### config.mk
export PLATFORM = sky130hd
export DESIGN_NAME = avmm_mailbox_target
export DESIGN_NICKNAME = d
export VERILOG_FILES = /design/src/rtl/avmm_mailbox_target.sv
export SDC_FILE = /design/constraint.sdc
export NUM_CORES = 1
export LEC_CHECK = 0
export ABC_CLOCK_PERIOD_IN_PS = 5620
export BUFFER_PORTS_ARGS = -buffer_cell sky130_fd_sc_hd__buf_2
export CAP_MARGIN = 20
export CORE_MARGIN = 10
export CORE_UTILIZATION = 50
export DETAILED_ROUTE_END_ITERATION = 6
export GPL_TIMING_DRIVEN = 0
export PLACE_DENSITY = 0.75
export SLEW_MARGIN = 10
export SYNTH_ARGS = -nofsm -noshare
export SYNTH_HDL_FRONTEND = slang
export SYNTH_SLANG_ARGS = --single-unit
### constraint.sdc
create_clock -name clk -period 5.62 [get_ports clk]
set_clock_uncertainty 0.05 [all_clocks]
set_input_delay 0.281 -clock clk [delete_from_list [all_inputs] [get_ports clk]]
set_output_delay 0.281 -clock clk [all_outputs]
set_load 0.03 [all_outputs]
### src/rtl/avmm_mailbox_target.sv
// AVMM mailbox target: inbound/outbound FIFOs, status/control and doorbell IRQ.
// Define MBOX_WR_RESP_EN to return a wrvalid pulse and status for every write.
module avmm_mailbox_target #(
    parameter int unsigned DEPTH    = 16,
    parameter int unsigned DW       = 32,
    parameter logic [31:0] ID_VALUE = 32'h4D42_0001
) (
    input  logic          clk,
    input  logic          rst_n,
    input  logic [31:0]   avmm_addr,
    input  logic          avmm_read,
    input  logic          avmm_write,
    input  logic [DW-1:0] avmm_wdata,
    input  logic [3:0]    avmm_byteen,
    output logic [DW-1:0] avmm_rdata,
    output logic          avmm_rdvalid,
    output logic          avmm_waitrq,
    output logic          avmm_wrvalid,
    output logic [1:0]    avmm_response,
    output logic [DW-1:0] h2c_data,
    output logic          h2c_empty,
    input  logic          h2c_pop,
    input  logic [DW-1:0] c2h_data,
    input  logic          c2h_push,
    output logic          c2h_full,
    input  logic          doorbell_ack,
    output logic          doorbell_irq
);

    localparam int unsigned AW = $clog2(DEPTH);
    localparam int unsigned CW = $clog2(DEPTH + 1);

    localparam logic [5:0] A_ID   = 6'h00;
    localparam logic [5:0] A_STAT = 6'h01;
    localparam logic [5:0] A_CTRL = 6'h02;
    localparam logic [5:0] A_IN   = 6'h03;
    localparam logic [5:0] A_OUT  = 6'h04;
    localparam logic [5:0] A_DB   = 6'h05;
    localparam logic [5:0] A_OCNT = 6'h06;

    localparam logic [1:0] RESP_OK     = 2'b00;
    localparam logic [1:0] RESP_SLVERR = 2'b10;
    localparam logic [1:0] RESP_DECERR = 2'b11;

    logic [DW-1:0] in_mem  [DEPTH];
    logic [DW-1:0] out_mem [DEPTH];

    logic [AW-1:0] in_wp_q, in_wp_d, in_rp_q, in_rp_d;
    logic [AW-1:0] out_wp_q, out_wp_d, out_rp_q, out_rp_d;
    logic [CW-1:0] in_cnt_q, in_cnt_d, out_cnt_q, out_cnt_d;

    logic          irq_en_q, irq_en_d;
    logic          ovf_q, ovf_d, unf_q, unf_d;
    logic          db_q, db_d, irq_q, irq_d;
    logic          rdvalid_q, rdvalid_d, wrvalid_q, wrvalid_d;
    logic [DW-1:0] rdata_q, rdata_d;
    logic [1:0]    resp_q, resp_d;

    logic          rd_acc, wr_acc;
    logic [5:0]    waddr;
    logic          in_full, in_empty, out_full, out_empty;
    logic          in_wr, out_rd, in_push, in_pop, out_push, out_pop;
    logic          flush_in, flush_out, clr_stk, db_set;
    logic [1:0]    rd_resp, wr_resp;
    logic [8:0]    in_cnt9, out_cnt9;
    logic [31:0]   status;
    logic          unused_ok;

    assign waddr     = avmm_addr[7:2];
    assign wr_acc    = avmm_write;
    assign rd_acc    = avmm_read & ~avmm_write;
    assign in_full   = (in_cnt_q == CW'(DEPTH));
    assign in_empty  = (in_cnt_q == '0);
    assign out_full  = (out_cnt_q == CW'(DEPTH));
    assign out_empty = (out_cnt_q == '0);
    assign in_cnt9   = 9'(in_cnt_q);
    assign out_cnt9  = 9'(out_cnt_q);
    assign unused_ok = ^{avmm_addr[31:8], avmm_addr[1:0], wr_resp};

    assign status = {15'b0, in_cnt9, 1'b0, db_q, unf_q, ovf_q,
                     out_full, out_empty, in_full, in_empty};

    always_comb begin
        rd_resp   = RESP_OK;
        wr_resp   = RESP_OK;
        rdata_d   = '0;
        irq_en_d  = irq_en_q;
        flush_in  = 1'b0;
        flush_out = 1'b0;
        clr_stk   = 1'b0;
        db_set    = 1'b0;
        in_wr     = 1'b0;
        out_rd    = 1'b0;
        if (wr_acc) begin
            case (waddr)
                A_CTRL: begin
                    if (avmm_byteen[0]) begin
                        irq_en_d  = avmm_wdata[0];
                        flush_in  = avmm_wdata[1];
                        flush_out = avmm_wdata[2];
                        clr_stk   = avmm_wdata[3];
                    end
                end
                A_IN: begin
                    in_wr = (avmm_byteen == 4'hF);
                    if (!in_wr || in_full) wr_resp = RESP_SLVERR;
                end
                A_DB: db_set = |avmm_byteen;
                A_ID, A_STAT, A_OUT, A_OCNT: ;
                default: wr_resp = RESP_DECERR;
            endcase
        end else if (rd_acc) begin
            case (waddr)
                A_ID:   rdata_d = ID_VALUE;
                A_STAT: rdata_d = status;
                A_CTRL: rdata_d = {31'b0, irq_en_q};
                A_OUT: begin
                    out_rd = 1'b1;
                    if (out_empty) rd_resp = RESP_SLVERR;
                    else rdata_d = out_mem[out_rp_q];
                end
                A_OCNT: rdata_d = {23'b0, out_cnt9};
                A_IN, A_DB: ;
                default: rd_resp = RESP_DECERR;
            endcase
        end

        // Full/empty come from pre-edge state, so a push on a full FIFO
        // is refused even when a pop frees a slot in the same cycle.
        in_push  = in_wr & ~in_full;
        in_pop   = h2c_pop & ~in_empty;
        out_push = c2h_push & ~out_full;
        out_pop  = out_rd & ~out_empty;

        ovf_d = (ovf_q & ~clr_stk) | (in_wr & in_full)
              | (c2h_push & out_full);
        unf_d = (unf_q & ~clr_stk) | (out_rd & out_empty)
              | (h2c_pop & in_empty);
        db_d  = db_set | (db_q & ~doorbell_ack);
        irq_d = db_q & irq_en_q;

        rdvalid_d = rd_acc;
`ifdef MBOX_WR_RESP_EN
        wrvalid_d = wr_acc;
        resp_d    = wr_acc ? wr_resp : rd_resp;
`else
        wrvalid_d = 1'b0;
        resp_d    = rd_resp;
`endif
    end

    always_comb begin
        in_wp_d   = in_wp_q + AW'(in_push);
        in_rp_d   = in_rp_q + AW'(in_pop);
        out_wp_d  = out_wp_q + AW'(out_push);
        out_rp_d  = out_rp_q + AW'(out_pop);
        in_cnt_d  = in_cnt_q + CW'(in_push) - CW'(in_pop);
        out_cnt_d = out_cnt_q + CW'(out_push) - CW'(out_pop);
        if (flush_in) begin
            in_wp_d  = '0;
            in_rp_d  = '0;
            in_cnt_d = '0;
        end
        if (flush_out) begin
            out_wp_d  = '0;
            out_rp_d  = '0;
            out_cnt_d = '0;
        end
    end

    always_ff @(posedge clk) begin
        if (in_push) in_mem[in_wp_q] <= avmm_wdata;
        if (out_push) out_mem[out_wp_q] <= c2h_data;
    end

    always_ff @(posedge clk) begin
        if (!rst_n) begin
            in_wp_q   <= '0;
            in_rp_q   <= '0;
            in_cnt_q  <= '0;
            out_wp_q  <= '0;
            out_rp_q  <= '0;
            out_cnt_q <= '0;
            irq_en_q  <= 1'b0;
            ovf_q     <= 1'b0;
            unf_q     <= 1'b0;
            db_q      <= 1'b0;
            irq_q     <= 1'b0;
            rdvalid_q <= 1'b0;
            wrvalid_q <= 1'b0;
            rdata_q   <= '0;
            resp_q    <= RESP_OK;
        end else begin
            in_wp_q   <= in_wp_d;
            in_rp_q   <= in_rp_d;
            in_cnt_q  <= in_cnt_d;
            out_wp_q  <= out_wp_d;
            out_rp_q  <= out_rp_d;
            out_cnt_q <= out_cnt_d;
            irq_en_q  <= irq_en_d;
            ovf_q     <= ovf_d;
            unf_q     <= unf_d;
            db_q      <= db_d;
            irq_q     <= irq_d;
            rdvalid_q <= rdvalid_d;
            wrvalid_q <= wrvalid_d;
            rdata_q   <= rdata_d;
            resp_q    <= resp_d;
        end
    end

    // Responses are masked while reset is held so a pending one is cancelled.
    assign avmm_rdvalid  = rdvalid_q & rst_n;
    assign avmm_wrvalid  = wrvalid_q & rst_n;
    assign avmm_rdata    = rdata_q;
    assign avmm_response = resp_q;
    assign avmm_waitrq   = ~rst_n;
    assign h2c_empty     = in_empty;
    assign h2c_data      = in_empty ? '0 : in_mem[in_rp_q];
    assign c2h_full      = out_full;
    assign doorbell_irq  = irq_q;

endmodule

==> results_dict.tcl <==
set metrics [dict create \
    ir_drop_v 0.000341 \
    routed_wl_mm 97.5 \
    ff2ff_path_depth 8 \
    end_kind "primary output" \
    timing.rr.end "in_mem[4][31]" \
    final_nets 2389 \
    drtIter0Drc 2338 \
    cts_buffer_depth 3 \
    setup_slack_ns 1.75 \
    clk_latency_ns 0.67 \
    fin_area_um2 48900 \
    portBuffers 150 \
    clockRootBuffer "clkbuf_16" \
    post-place-ws_ns 2.16 \
    htreeDepth 3 \
    highest_layer "met5" \
    cap_violations 0 \
    synth_seq_area_share_pct 77.4 \
    track_usage_pct 20.7 \
    synth_ff_type "edfxtp_1" \
    numCtsBuffers 105 \
    initial_utilization_pct 50.5 \
    cp-startpoint "in_rp_q[1]" \
    grt_max_degree 23 \
    vias 20800 \
    detailed_place.area_um2 44800 \
    dieArea_um2 94800 \
    p_switching_uw 4610 \
    viasPerCell 6.09 \
    cp_max_fo 10 \
    critPathRequiredTime_ns 5.29 \
    pin_count 179 \
    wire_per_inst_um 28.5 \
    core_um2 82100 \
    synth_area_um2 41400 \
    internal-power_uw 14000 \
    rsz0062_at_grt "no" \
    min_path_type "input port to flop" \
    ys_async_sr_fraction_pct 0 \
    start_kind "flop" \
    ys_warn_count 0 \
    maxSlewHeadroom_pct 31.4 \
    die_h_um 308 \
    path_class "flop to primary output" \
    max_freq_mhz 258 \
    grt_pass1_vias 22100 \
    setup_viol 0 \
    setup_tns_ns 0 \
    p_per_area_nw_per_um2 380 \
    p_leak_uw 0.0154 \
    cts.sinks 1090 \
    grt_overflow 0 \
    synth_edf_count 1024 \
    hold_viol 0 \
    syn_area_per_cell_um2 22.2 \
    outcome "completed" \
    finalPower_uw 18600 \
    final_common_cell "edfxtp_1" \
    drtAntennaViolNets 0 \
    num_rows 105 \
    drc 0 \
    firstDrtPassIters 5 \
    dr_wl_met3_mm 7.71 \
    met1_length_mm 36.1 \
    layout_common_cells "edfxtp_1, mux4_2, buf_2" \
    tritoncts "yes" \
    crit_path_end "h2c_data[29]" \
    p_seq_share_pct 48.9 \
    grt_pass1_wl_mm 145 \
    period_minus_slack_ns 3.87 \
    antenna_found_initial 3 \
    p_comb_share_pct 14.4 \
    wl_met2_mm 51.0 \
    gp_congestion 0.808 \
    ys_types 53 \
    tightest_slew_ns 1.03 \
    dp_hpwl_mm 62.3 \
    slew_viol_final 0 \
    worstPathArrival_ns 3.54 \
    clk_pin_slew_worst_paths_ns 0.06 \
    synth_cells 1867 \
    synth_nets 1996 \
    sw_frac_of_total_pct 24.8 \
    ctsResizeCount 0 \
    reg2reg_slack_ns 2.28 \
    ys_seq_elements 1090 \
    areaGrowthSynthToFinish_pct 18.0 \
    die_w_um 308 \
    finalCritPeriodShare_pct 68.8 \
    drive_above_1_share_pct 30.6 \
    rr_startpoint "in_cnt_q[3]" \
    clock_power_share_pct 36.7 \
]
## what timing repair did
action	in CTS	in global routing
hold endpoints to repair	1030	0
hold buffers	72	0
buffers inserted	0	0
## power by group through the flow
stage                     sequential (uW)  clock, uW  combinational (uW)
after global placement               9260          0                2520
after floorplan                      9240          0                1760
after global routing                 9090       7240                2870
final                                9090       6830                2670
after CTS                            9090       6920                2710
after detailed placement             9260          0                2640
## worst max-delay path: stages, from the launching register on
cell	delay (ns)
dfxtp_1	0.48
clkbuf_1	0.56
buf_1	0.78
mux4_2	0.35
mux2i_1	0.07
o22ai_1	0.36
buf_2	0.29
## worst min path at each step
| stage | start | end | slack, ns | cells past startpoint |
|---|---|---|---|---|
| after detailed placement | unf_q | unf_q | 0.42 | 1 |
| after floorplan | avmm_wdata[0] | in_mem[0][0] | 0.33 | 0 |
| final | avmm_write | avmm_response[0] | 0.09 | 3 |
| after global routing | avmm_write | avmm_response[0] | 0.11 | 3 |
| after CTS | avmm_write | avmm_response[0] | 0.03 | 3 |
| after global placement | unf_q | unf_q | 0.40 | 1 |
## layer usage
layer | GRT usage (%) | vias to the layer above
li1 | - | 8668
met1 | 26.1 | 10900
met2 | 36.0 | 1082
met5 | 0 | -
met4 | 6.53 | 2
met3 | 3.82 | 178
## cell usage after synthesis, drive strengths merged (2+ instances only)
cell | count | share of area, %
o32ai | 2 | 0.042
ha | 20 | 0.60
a31oi | 6 | 0.091
nor4b | 2 | 0.042
o22ai | 38 | 0.57
a32oi | 4 | 0.085
a221oi | 14 | 0.30
nand3b | 5 | 0.091
and2 | 15 | 0.23
buf | 62 | 0.79
nor2b | 20 | 0.30
a22oi | 9 | 0.16
xnor2 | 8 | 0.17
fa | 2 | 0.097
nor3b | 2 | 0.036
nand3 | 17 | 0.21
edfxtp | 1024 | 74
clkbuf | 35 | 0.32
nor4bb | 2 | 0.048
mux4 | 256 | 14
dfxtp | 66 | 3.2
o21ai | 10 | 0.12
nand2 | 6 | 0.054
a21o | 5 | 0.091
xor2 | 6 | 0.13
or2 | 2 | 0.030
nor2 | 46 | 0.42
nor4 | 4 | 0.097
a211oi | 28 | 0.66
mux2i | 79 | 1.9
a21oi | 9 | 0.11
inv | 17 | 0.15
nand2b | 8 | 0.12
a22o | 14 | 0.30
nor3 | 11 | 0.13
or3 | 4 | 0.072
## per-stage QoR
step / std cells / util, % / hold WS, ns
after floorplan: 1867 / - / 0.330
after global placement: 3087 / 53.0 / 0.405
after detailed placement: 3150 / 54.6 / 0.417
after CTS: 3414 / 59.5 / 0.0314
after global routing: 3415 / 59.6 / 0.113
final: 3417 / 59.6 / 0.0879
## state kept, by name (all words and copies together) (netlist names)
signal         count
out_mem          512
ovf_q              1
avmm_rdata        32
out_rp_q           4
unf_q              1
in_cnt_q           5
out_cnt_q          5
out_wp_q           4
avmm_response      2
irq_en_q           1
in_rp_q            4
in_wp_q            4
in_mem           512
db_q               1
doorbell_irq       1
rdvalid_q          1
## layout make-up
class	instances	area, um2
Fill cell	5548	33200
Sequential cell	1090	32100
Multi-Input combinational cell	662	9080
Clock buffer	132	2770
Timing Repair Buffer	286	2530
Tap cell	1070	1340
Clock inverter	60	581
Buffer	97	458
Inverter	18	67.6
Antenna cell	2	5.00
## cells by family (layout without fill, tap and decap cells)
kind of cell / count (synthesis) / count (layout) / synth area share (%)
compound gates: 142 / 142 / 2.59
other cells: 1 / 3 / 0.00905
mux: 335 / 335 / 15.8
flops: 1090 / 1090 / 77.4
buf+inv: 115 / 593 / 1.27
xor+xnor: 14 / 14 / 0.296
fa+ha+maj: 22 / 22 / 0.700
simple gates: 148 / 148 / 1.95
(Power assumes the default switching activity.)
